[src/rtl/xor_pair_match_pipe.sv]
// Purpose: per-bit selectable XOR-pair match function with an elastic pipeline and an output toggle counter.
// Latency: STAGES cycles from input accept to result valid; one word per cycle sustained.
// Backpressure: valid/ready chain; in_ready follows out_ready combinationally, stalled stages hold data.
module xor_pair_match_pipe #(
  parameter int WIDTH  = 8,
  parameter int STAGES = 2,
  parameter int CNT_W  = 16
) (
  input  logic             clk,
  input  logic             rst,
  input  logic             in_valid,
  output logic             in_ready,
  input  logic [WIDTH-1:0] a,
  input  logic [WIDTH-1:0] b,
  input  logic [WIDTH-1:0] c,
  input  logic [WIDTH-1:0] d,
  input  logic [1:0]       mode,
  output logic             out_valid,
  input  logic             out_ready,
  output logic [WIDTH-1:0] y,
  output logic             hit,
  input  logic             clr_cnt,
  output logic [CNT_W-1:0] toggle_cnt
);

  localparam int PCW   = $clog2(WIDTH + 1);
  localparam int SUM_W = ((CNT_W > PCW) ? CNT_W : PCW) + 1;
  localparam logic [CNT_W-1:0] CNT_MAX = '1;

  logic [WIDTH-1:0]  t1, t2, f;
  logic [STAGES-1:0] v;
  logic [STAGES-1:0] adv;
  logic [WIDTH-1:0]  dat [STAGES];
  logic [WIDTH-1:0]  last_y;
  logic [WIDTH-1:0]  diff;
  logic [PCW-1:0]    pop;
  logic [SUM_W-1:0]  sum;
  logic [CNT_W-1:0]  cnt_sat;
  logic              out_hs;

  // Match function, evaluated on the operands as presented
  always_comb begin
    t1 = a ^ d;
    t2 = a ^ (b & c);
    case (mode)
      2'd0:    f = t1 & t2;
      2'd1:    f = t1;
      2'd2:    f = t2;
      default: f = t1 | t2;
    endcase
  end

  // A stage may advance unless it and every stage after it are full while the sink stalls
  always_comb begin
    logic full_tail;
    full_tail = 1'b1;
    adv       = '0;
    for (int i = STAGES - 1; i >= 0; i--) begin
      full_tail = full_tail & v[i];
      adv[i]    = out_ready | ~full_tail;
    end
  end

  assign in_ready  = adv[0];
  assign out_valid = v[STAGES-1];
  assign y         = dat[STAGES-1];
  assign hit       = |y;
  assign out_hs    = out_valid & out_ready;

  // Pipeline valid/data registers; data only moves with a valid word to avoid idle toggling
  always_ff @(posedge clk or posedge rst) begin
    if (rst) begin
      v <= '0;
      for (int i = 0; i < STAGES; i++) dat[i] <= '0;
    end else begin
      if (adv[0]) v[0] <= in_valid;
      if (adv[0] && in_valid) dat[0] <= f;
      for (int i = 1; i < STAGES; i++) begin
        if (adv[i]) begin
          v[i] <= v[i-1];
          if (v[i-1]) dat[i] <= dat[i-1];
        end
      end
    end
  end

  // Hamming distance between the emitted word and the previous one, with saturating add
  always_comb begin
    diff = y ^ last_y;
    pop  = '0;
    for (int i = 0; i < WIDTH; i++) pop = pop + PCW'(diff[i]);
    sum     = SUM_W'(toggle_cnt) + SUM_W'(pop);
    cnt_sat = (sum > SUM_W'(CNT_MAX)) ? CNT_MAX : sum[CNT_W-1:0];
  end

  // Toggle counter and previous-output history; clear wins over a same-edge increment
  always_ff @(posedge clk or posedge rst) begin
    if (rst) begin
      toggle_cnt <= '0;
      last_y     <= '0;
    end else begin
      if (out_hs) last_y <= y;
      if (clr_cnt)     toggle_cnt <= '0;
      else if (out_hs) toggle_cnt <= cnt_sat;
    end
  end

endmodule

[config.mk]
export PLATFORM = sky130hd
export DESIGN_NAME = xor_pair_match_pipe
export DESIGN_NICKNAME = d
export VERILOG_FILES = /design/src/rtl/xor_pair_match_pipe.sv
export SDC_FILE = /design/constraint.sdc
export NUM_CORES = 1
export LEC_CHECK = 0
export CORE_MARGIN = 3
export CORE_UTILIZATION = 43
export CTS_CLUSTER_DIAMETER = 60
export DETAILED_ROUTE_END_ITERATION = 7
export GPL_TIMING_DRIVEN = 0
export HOLD_SLACK_MARGIN = 0.1
export PLACE_DENSITY = 0.72
export SYNTH_ARGS = -nofsm -noshare
export SYNTH_HDL_FRONTEND = slang
export SYNTH_SLANG_ARGS = --single-unit
[constraint.sdc]
create_clock -name clk -period 5.1 [get_ports clk]
set_clock_uncertainty 0.2 [all_clocks]
set_input_delay 1.02 -clock clk [delete_from_list [all_inputs] [get_ports clk]]
set_output_delay 1.02 -clock clk [all_outputs]
set_load 0.005 [all_outputs]
Word-level counts from Yosys, hierarchy flattened
Cells that the tools add are included.

Bits in registers: 42. Input bits: 39. Output and inout port bits: 27. Word-level logic and storage cells: 38.

$add $sub $neg: 8. Magnitude comparators: 1. Eq/ne operators: 2. Mux-type cells: 4. Bitwise gates (word level): 12. Reductions and logical operators: 5.

Operators by type and width (number): 2-to-1 mux 16 bit (3); case mux 8 bit (3 select lines) (1); XOR 8 bit (3); adder 16 x 4 -> 17 bit (1); greater-than comparator 17 x 16 -> 1 bit (second input constant) (1); adder 4 x 1 -> 4 bit (4); bitwise AND 8 bit (2); OR 8 bit (1); OR reduction 8 bit (1); adder 3 x 1 -> 4 bit (1); adder 2 x 1 -> 3 bit (1); adder 1 x 1 -> 2 bit (1); bitwise AND 1 bit (2); == test 2 x 1 -> 1 bit (second input constant) (1); == test 2 bit (second input constant) (1); logical NOT 2 bit (1); inverter 1 bit (2); OR 1 bit (2); AND reduction 2 bit (1); nonzero test 2 bit (1); logical AND 1 bit (1).

Logic depth before layout (Yosys ltp)
Gate-level depths: netlist of run 1.

Depth in word-level cells: 13. Mapped depth: 14. Depth with buffers taken out: 13.

Worst setup path after synthesis of run 1
Ideal clock, no wire load.

Kind: register to register. From: register dat, in the netlist y[0]. To: register toggle_cnt[11]. Library setup time: 0.138 ns. Arrival: 3.991 ns. Required time: 4.762 ns. Setup slack: 0.771 ns. Stages on the path, launching flop included: 15. Path buffers: 1. Period minus slack after synthesis: 4.329 ns. Path through: dfrtp_1 -> xor2_1 -> fa_1 -> fa_1 -> inv_1 -> fa_1 -> inv_1 -> fa_1 -> fa_1 -> nand3_1 -> a211oi_2 -> and4_1 -> buf_4 -> nor4_1 -> a211oi_1.

Cells in the longest elaborated chain, start to end: 13.

RTL lines: start, declared (RTL line 33) `logic [WIDTH-1:0] dat [STAGES];`; start signal, assigned by index (RTL line 81) `if (v[i-1]) dat[i] <= dat[i-1];`; XOR 8 bit (*) (RTL line 89) `diff = y ^ last_y;`; adder 1 x 1 -> 2 bit (*) (RTL line 91) `for (int i = 0; i < WIDTH; i++) pop = pop + PCW'(diff[i]);`; adder 2 x 1 -> 3 bit (*) (RTL line 91); adder 3 x 1 -> 4 bit (*) (RTL line 91); adder 4 x 1 -> 4 bit (*) (4 in a row) (RTL line 91); adder 16 x 4 -> 17 bit (*) (RTL line 92) `sum = SUM_W'(toggle_cnt) + SUM_W'(pop);`; greater-than comparator 17 x 16 -> 1 bit (RTL line 93) `cnt_sat = (sum > SUM_W'(CNT_MAX)) ? CNT_MAX : sum[CNT_W-1:0];`; 2-to-1 mux 16 bit (*) (RTL line 93); 2-to-1 mux 16 bit (*) (RTL line 104) `else if (out_hs) toggle_cnt <= cnt_sat;`; 2-to-1 mux 16 bit (*) (RTL line 103) `if (clr_cnt) toggle_cnt <= '0;`; end signal, assigned (RTL line 104); end, declared (RTL line 23) `output logic [CNT_W-1:0] toggle_cnt`.

Every way passes the cells marked *; elsewhere a longest branch is shown, timed or not. The select of a mux whose other input is x is not followed. A chain may end at the register's enable or synchronous reset.

Worst setup path in the final report of run 1
Ends and elaborated chain as after synthesis.

==> summary.txt, run 1 <==
clock-pin slew of the registers on the worst-case setup and hold paths: 80 ps
placed instance area: 0.003242 sq mm
Port Buffers: 64
Total GRT Usage: 17.74%
Initial Utilization: 45.05%
outcome: complete, no violations
Final TNS setup: 0 ps
die footprint: 0.006793 sq mm
Clock Sinks: 42
CTS tree: done
Peak supply drop: 0.2240 mV
Vias/cell: 5.346
worst path cell trace: xor2_1 -> fa_1 -> fa_1 -> inv_1 -> fa_1 -> inv_1 -> fa_1 -> fa_1 -> nand3_1 -> a211oi_2 -> and4_1 -> buf_4 -> nor4_1 -> a211oi_1
Leakage: 0.001456 uW
Critical Path AT: 4580 ps
core area: 0.005574 sq mm
filler instances: 508
fin. max-slew vios: 0
initial antenna violation count: 0
Die W: 82.42 um
Resized Gates After CTS: 0
hold path depth: 2
first-pass GRT wire length: 9.335 mm
r2r startpoint: y[0]
htree depth: 2
DR vias: 2240
Hold Fails Final Rpt: 0
leading area contributor after synthesis: dfrtp_1
crit end category: flop
Clock Path Buffers: 2
Cell Area, Synth: 0.002511 sq mm
area growth from synthesis to layout: 32.88%
WP buf/inv: 3
hold_buf cts: 0
vias in the first global route: 2053
worst-case reg-to-reg path depth: 14
total CTS buffers: 5
synth unique cells: 43
Clock Latency Late Sink: 290 ps
max frequency: 216.3 MHz
DRC viols: 0
Die H: 82.42 um
GPL Wtd Cong: 0.8086
Syn Nets: 325
Slew HR: 41.59%
Crit Path Max Fanout: 7
R2R Path End: toggle_cnt[11]
RSZ-0062 raised after global routing: false
critical path type: flop to flop
post-route cell area: 0.003337 sq mm
top cell type's share of synthesized area: 41.85%
launch point of the worst hold path: dat[9]
flops & latches, synth: 42
most frequent cells in the layout: 64 x clkdlybuf4s50_1, 49 x nand2_1, 42 x dfrtp_1
Top delay family on crit path: adder cells
Yosys warnings: 0
CTS Root Cell: clkbuf_8
Mean Syn Cell Area: 9.131 sq um
final period utilization: 90.66%
Critical Path Max Stage Delay: 540 ps
io pins: 66
hold slack final: 282.1 ps
post-DP HPWL: 4.319 mm
Req. time, crit path: 5050 ps
Least-Margin Pin Slew: 874.8 ps
most common cell after layout, fill and taps aside: clkdlybuf4s50_1
Setup Buffers After CTS: 0
cell row count: 27
register area share after synthesis: 41.85%
max-cap violations: 0
top cells by area, synth: dfrtp_1 42%, nand2_1 7.3%, a21oi_1 4.8%
worst hold path endpoint: dat[9]
final wirelength: 5.517 mm
ANT nets after route: 0
GRT overflow: 0
Setup Viol. Count Final: 0
initial drt markers: 150
cells after synthesis: 275
layout cells sized above 1: 8.934%
Diodes inserted: 0
Final #Nets: 396
pin count of the biggest net entering global routing: 43
total iterations of the first detailed-routing run: 4
R2R Setup Slk: 480 ps
HP Class: flop to flop
DR WL/cell: 13.17 um
cell area power density: 423.2 mW/mm^2
type of origin of the critical path: flop
slowest cell on the critical path: fa_1
crit-path most repeated cell: fa_1
Final Critical Period: 4624 ps
-- layout make-up --
type	instances	area, sq um	share of cell area [%]
well taps	72	90.09	2.700
clock inverters	2	12.51	0.3750
inverters	8	30.03	0.8999
repair buffers	64	640.6	19.20
flip-flops and latches	42	1051	31.50
plain buffers	18	101.3	3.037
clock buffers	6	82.58	2.475
multi-input cells	207	1329	39.82
-- cells by family after synthesis --
kind of cell    Yosys count  share of synthesized area [%]
simple gates            105                          19.88
buf+inv                  26                          5.231
flops                    42                          41.85
xor+xnor                 13                          4.534
compound gates           69                          17.54
mux                       9                          3.986
fa+ha+maj                11                          6.976
-- worst max path at each step --
| stage | from | to | slack [ps] | cells after the start |
|---|---|---|---|---|
| floorplan | y[0] | toggle_cnt[11] | 770 | 14 |
| global placement | y[0] | toggle_cnt[11] | 510 | 14 |
| detailed placement | y[0] | toggle_cnt[11] | 490 | 14 |
| CTS | y[0] | toggle_cnt[11] | 460 | 14 |
| global route | y[2] | toggle_cnt[11] | 190 | 14 |
| finish | y[0] | toggle_cnt[11] | 480 | 14 |
-- Yosys cell counts --
| cell | n |
|---|---|
| dfrtp_1 | 42 |
| o21ba_2 | 1 |
| mux2i_1 | 1 |
| or3_1 | 1 |
| o21bai_1 | 3 |
| xor2_1 | 9 |
| nand2b_1 | 4 |
| a211oi_1 | 5 |
| nor4_4 | 1 |
| nand2_2 | 1 |
| nand4_1 | 1 |
| nor4_1 | 3 |
| o31a_1 | 1 |
| xnor2_1 | 4 |
| a22oi_1 | 1 |
| fa_1 | 5 |
| buf_4 | 9 |
| clkbuf_1 | 8 |
| nand4_2 | 1 |
| mux2_2 | 8 |
| a32oi_1 | 1 |
| o221ai_1 | 1 |
| nor2_1 | 17 |
| nand3b_1 | 1 |
| and4_1 | 3 |
| inv_1 | 8 |
| nand3_1 | 5 |
| o21ai_1 | 1 |
| a311oi_1 | 5 |
| o32ai_1 | 1 |
| nand2_1 | 49 |
| and2_1 | 1 |
| o21ai_0 | 7 |
| nor2b_1 | 1 |
| o41ai_1 | 1 |
| and3_1 | 3 |
| buf_1 | 1 |
| ha_1 | 6 |
| a211oi_2 | 1 |
| a21oi_1 | 24 |
| nor3_1 | 13 |
| a31oi_1 | 14 |
| a21o_1 | 2 |
-- worst min-delay path, stage by stage (launching register included) --
cell     delay (ps)
dfrtp_1         350
nand2_1          40
o21ai_0          60
-- per-layer routing --
layer / part of all wire (%) / up-vias / GRT usage, % / routed length, um
li1: - / 1120 / - / -
met1: 46 / 1050 / 23.96 / 2538
met2: 46 / 66 / 27.32 / 2534
met3: 7.0 / 4 / 5.206 / 385
met4: 1.1 / 0 / 5.648 / 59
met5: 0 / - / 0 / 0
-- per-stage QoR --
stage / util [%] / total power [uW] / instances / worst slack, ps
floorplan: - / 991.4 / 275 / 770.6
global placement: 58.16 / 1189 / 411 / 511.9
detailed placement: 58.16 / 1202 / 411 / 485.4
CTS: 59.87 / 1431 / 419 / 460.5
global route: 59.87 / 1569 / 419 / 192.0
finish: 59.87 / 1412 / 419 / 476.5
-- report_power, final --
| part | total [uW] | switching (uW) | internal [uW] | leakage (uW) |
|---|---|---|---|---|
| registers | 450 | 59.3 | 391 | 0.000543 |
| clock network | 224 | 115 | 109 | 0.0000472 |
| logic | 738 | 359 | 379 | 0.000866 |
| total | 1410 | 534 | 878 | 0.00146 |
-- sequential cells by signal (all words and copies together) (netlist names) --
register,cells
dat,8
last_y,8
toggle_cnt,16
v,2
y,8
(Power assumes the default switching activity.)
==> run 2: changes to the inputs <==
--- a/config.mk
+++ b/config.mk
@@ -10,7 +10,6 @@
 export CTS_CLUSTER_DIAMETER = 60
 export DETAILED_ROUTE_END_ITERATION = 7
 export GPL_TIMING_DRIVEN = 0
-export HOLD_SLACK_MARGIN = 0.1
 export PLACE_DENSITY = 0.72
 export SYNTH_ARGS = -nofsm -noshare
 export SYNTH_HDL_FRONTEND = slang
==> results of run 2 <==
Same layout as run 1: the final DEF is identical, and so are final timing and power.
==> run 3: changes to the inputs <==
--- a/config.mk
+++ b/config.mk
@@ -5,6 +5,7 @@
 export SDC_FILE = /design/constraint.sdc
 export NUM_CORES = 1
 export LEC_CHECK = 0
+export CAP_MARGIN = 40
 export CORE_MARGIN = 3
 export CORE_UTILIZATION = 43
 export CTS_CLUSTER_DIAMETER = 60
==> run 3 against run 2 <==
  * Non-clock buffer count is 1 higher
  * Via count shrank 1.6%
  * Cell count is 0.24% higher
  * Largest cell class unchanged
  * Power is 0.20% higher
  * Core utilization grew 0.36 points
  * Register-to-register slack is essentially flat
  * Worst setup slack got worse by 7.1 ps
  * Highest routed layer unchanged
  * Global-route usage grew 0.25 points
  * Sequential cell count unchanged
  * Fmax shrank 0.15%
==> summary.txt, run 3 (synthesis results as in run 1) <==
final wirelength: 5.557 mm (+0.73%)
worst path cell trace: xor2_1 -> fa_1 -> fa_1 -> inv_1 -> fa_1 -> inv_1 -> fa_1 -> fa_1 -> nand3_1 -> a211oi_2 -> and4_1 -> buf_4 -> nor4_1 -> a211oi_1
P_sw: 535.8 uW (+0.36%)
io pins: 66 (unchanged)
Final TNS setup: 0 ps (unchanged)
most frequent cells in the layout: 64 x clkdlybuf4s50_1, 49 x nand2_1, 42 x dfrtp_1
critical path type: flop to flop
internal power: 879.3 uW (+0.10%)
Clock Latency Late Sink: 290 ps (about the same)
DR WL/cell: 13.23 um (+0.49%)
outcome: complete, no violations
post-DP HPWL: 4.349 mm (+0.69%)
fin. max-slew vios: 0 (unchanged)
Clk pwr share: 15.9% (about the same)
Hold Fails Final Rpt: 0 (unchanged)
HP Class: flop to flop
Reg area: 0.001051 sq mm (unchanged)
most common cell after layout, fill and taps aside: clkdlybuf4s50_1
Setup Viol. Count Final: 0 (unchanged)
Sw Ratio: 37.86% (+0.062 points)
CTS tree: done
Initial Utilization: 45.05% (unchanged)
GPL Wtd Cong: 0.8086 (unchanged)
Critical Path AT: 4590 ps (about the same)
initial antenna violation count: 0 (unchanged)
layout cells sized above 1: 9.195% (+0.26 points)
Vias/cell: 5.248 (-1.8%)
core area: 0.005574 sq mm (unchanged)
Port Buffers: 64 (unchanged)
initial drt markers: 114 (-24%)
DR vias: 2204 (-1.6%)
GRT overflow: 0 (unchanged)
ANT nets after route: 0 (unchanged)
Die H: 82.42 um (unchanged)
sequential power share: 31.8% (about the same)
total CTS buffers: 5 (unchanged)
Final Critical Period: 4631 ps (+7.066 ps)
Slew HR: 58.69% (+17 points)
area growth from synthesis to layout: 33.68%
area of the multi-input gates: 0.001329 sq mm (unchanged)
vias in the first global route: 2068 (+0.73%)
cell area power density: 421.5 mW/mm^2 (-0.40%)
Top delay family on crit path: adder cells
cell row count: 27 (unchanged)
crit end category: flop
max-cap violations: 0 (unchanged)
hold_buf cts: 0 (unchanged)
Critical Path Max Stage Delay: 540 ps (about the same)
RSZ-0062 raised after global routing: false
Clock Path Buffers: 2 (unchanged)
type of origin of the critical path: flop
WP buf/inv: 3 (unchanged)
Leakage: 0.001466 uW (+0.64%)
clock-pin slew of the registers on the worst-case setup and hold paths: 80 ps (about the same)
htree depth: 2 (unchanged)
Resized Gates After CTS: 0 (unchanged)
Req. time, crit path: 5060 ps (about the same)
Least-Margin Pin Slew: 619.6 ps (-255.2 ps)
DRC viols: 0 (unchanged)
Die W: 82.42 um (unchanged)
max frequency: 216.0 MHz (-0.15%)
final period utilization: 90.80% (+0.14 points)
max reg flops: 16 (unchanged)
Tot Pwr: 1415 uW (+0.20%)
die footprint: 0.006793 sq mm (unchanged)
pin count of the biggest net entering global routing: 33 (-23%)
total iterations of the first detailed-routing run: 4 (unchanged)
Crit Path Max Fanout: 7 (unchanged)
Peak supply drop: 0.2216 mV (-1.1%)
Final #Nets: 397 (+0.25%)
slowest cell on the critical path: fa_1
crit-path most repeated cell: fa_1
Most flops, register: toggle_cnt
combinational fraction of design power: 52.2% (about the same)
Setup Buffers After CTS: 0 (unchanged)
Total GRT Usage: 17.98% (+0.25 points)
Diodes inserted: 0 (unchanged)
filler instances: 507 (-0.20%)
Clock Sinks: 42 (unchanged)
first-pass GRT wire length: 9.418 mm (+0.89%)
CTS Root Cell: clkbuf_8
hold slack final: 284.7 ps (+2.576 ps)
[run 3: changes by cell type in the layout (fill, tap and decap cells not counted), sizes merged]
cell,before,now
buf,10,11
[run 3: worst paths after layout]
check / startpoint / end / slack, ps / cells after the start
worst max-delay path: y[0] / toggle_cnt[11] / 470 / 14
min in group asynchronous: rst / toggle_cnt[14] / 780 / 2
worst min register to register: dat[9] / dat[9] / 280 / 2
worst min-delay path: dat[9] / dat[9] / 280 / 2
max in group asynchronous: rst / dat[14] / 3460 / 3
worst max register to register: y[0] / toggle_cnt[11] / 470 / 14
[run 3: tightest hold or removal path: stages, from the launching register on]
cell	delay, ps
dfrtp_1	350
nand2_1	50
o21ai_0	60
[run 3: through the flow]
| step | util [%] | setup WS (ps) | instances | cell area, sq um |
|---|---|---|---|---|
| global placement | 58.16 | 511.9 | 411 | 3242 |
| detailed placement | 58.52 | 470.7 | 412 | 3262 |
| CTS | 60.22 | 458.2 | 420 | 3357 |
| finish | 60.22 | 469.4 | 420 | 3357 |
| global route | 60.22 | 266.4 | 420 | 3357 |
| floorplan | - | 770.6 | 275 | 2511 |
[run 3: layout make-up]
type	instances	area share [%]
multi-input combinational	207	39.58
sequential	42	31.31
timing repair buffer	65	19.68
buffer	18	3.019
tap	72	2.684
clock buffer	6	2.460
inverter	8	0.8945
clock inverter	2	0.3727
[run 3: layer usage]
metal	wire [um]	vias to the layer above	global-route usage (%)
met5	0	-	0
met4	57	0	5.316
met3	376	4	4.664
met2	2577	63	28.04
met1	2545	1022	24.57
li1	-	1115	-
[run 3: power groups by stage]
stage	Sequential, uW	Clock (uW)	Combinational (uW)
6_report	450	226	739
3_3_place_gp	454	0	735
3_5_place_dp	458	0	747
5_1_grt	459	245	862
4_1_cts	451	230	753
2_1_floorplan	441	0	550
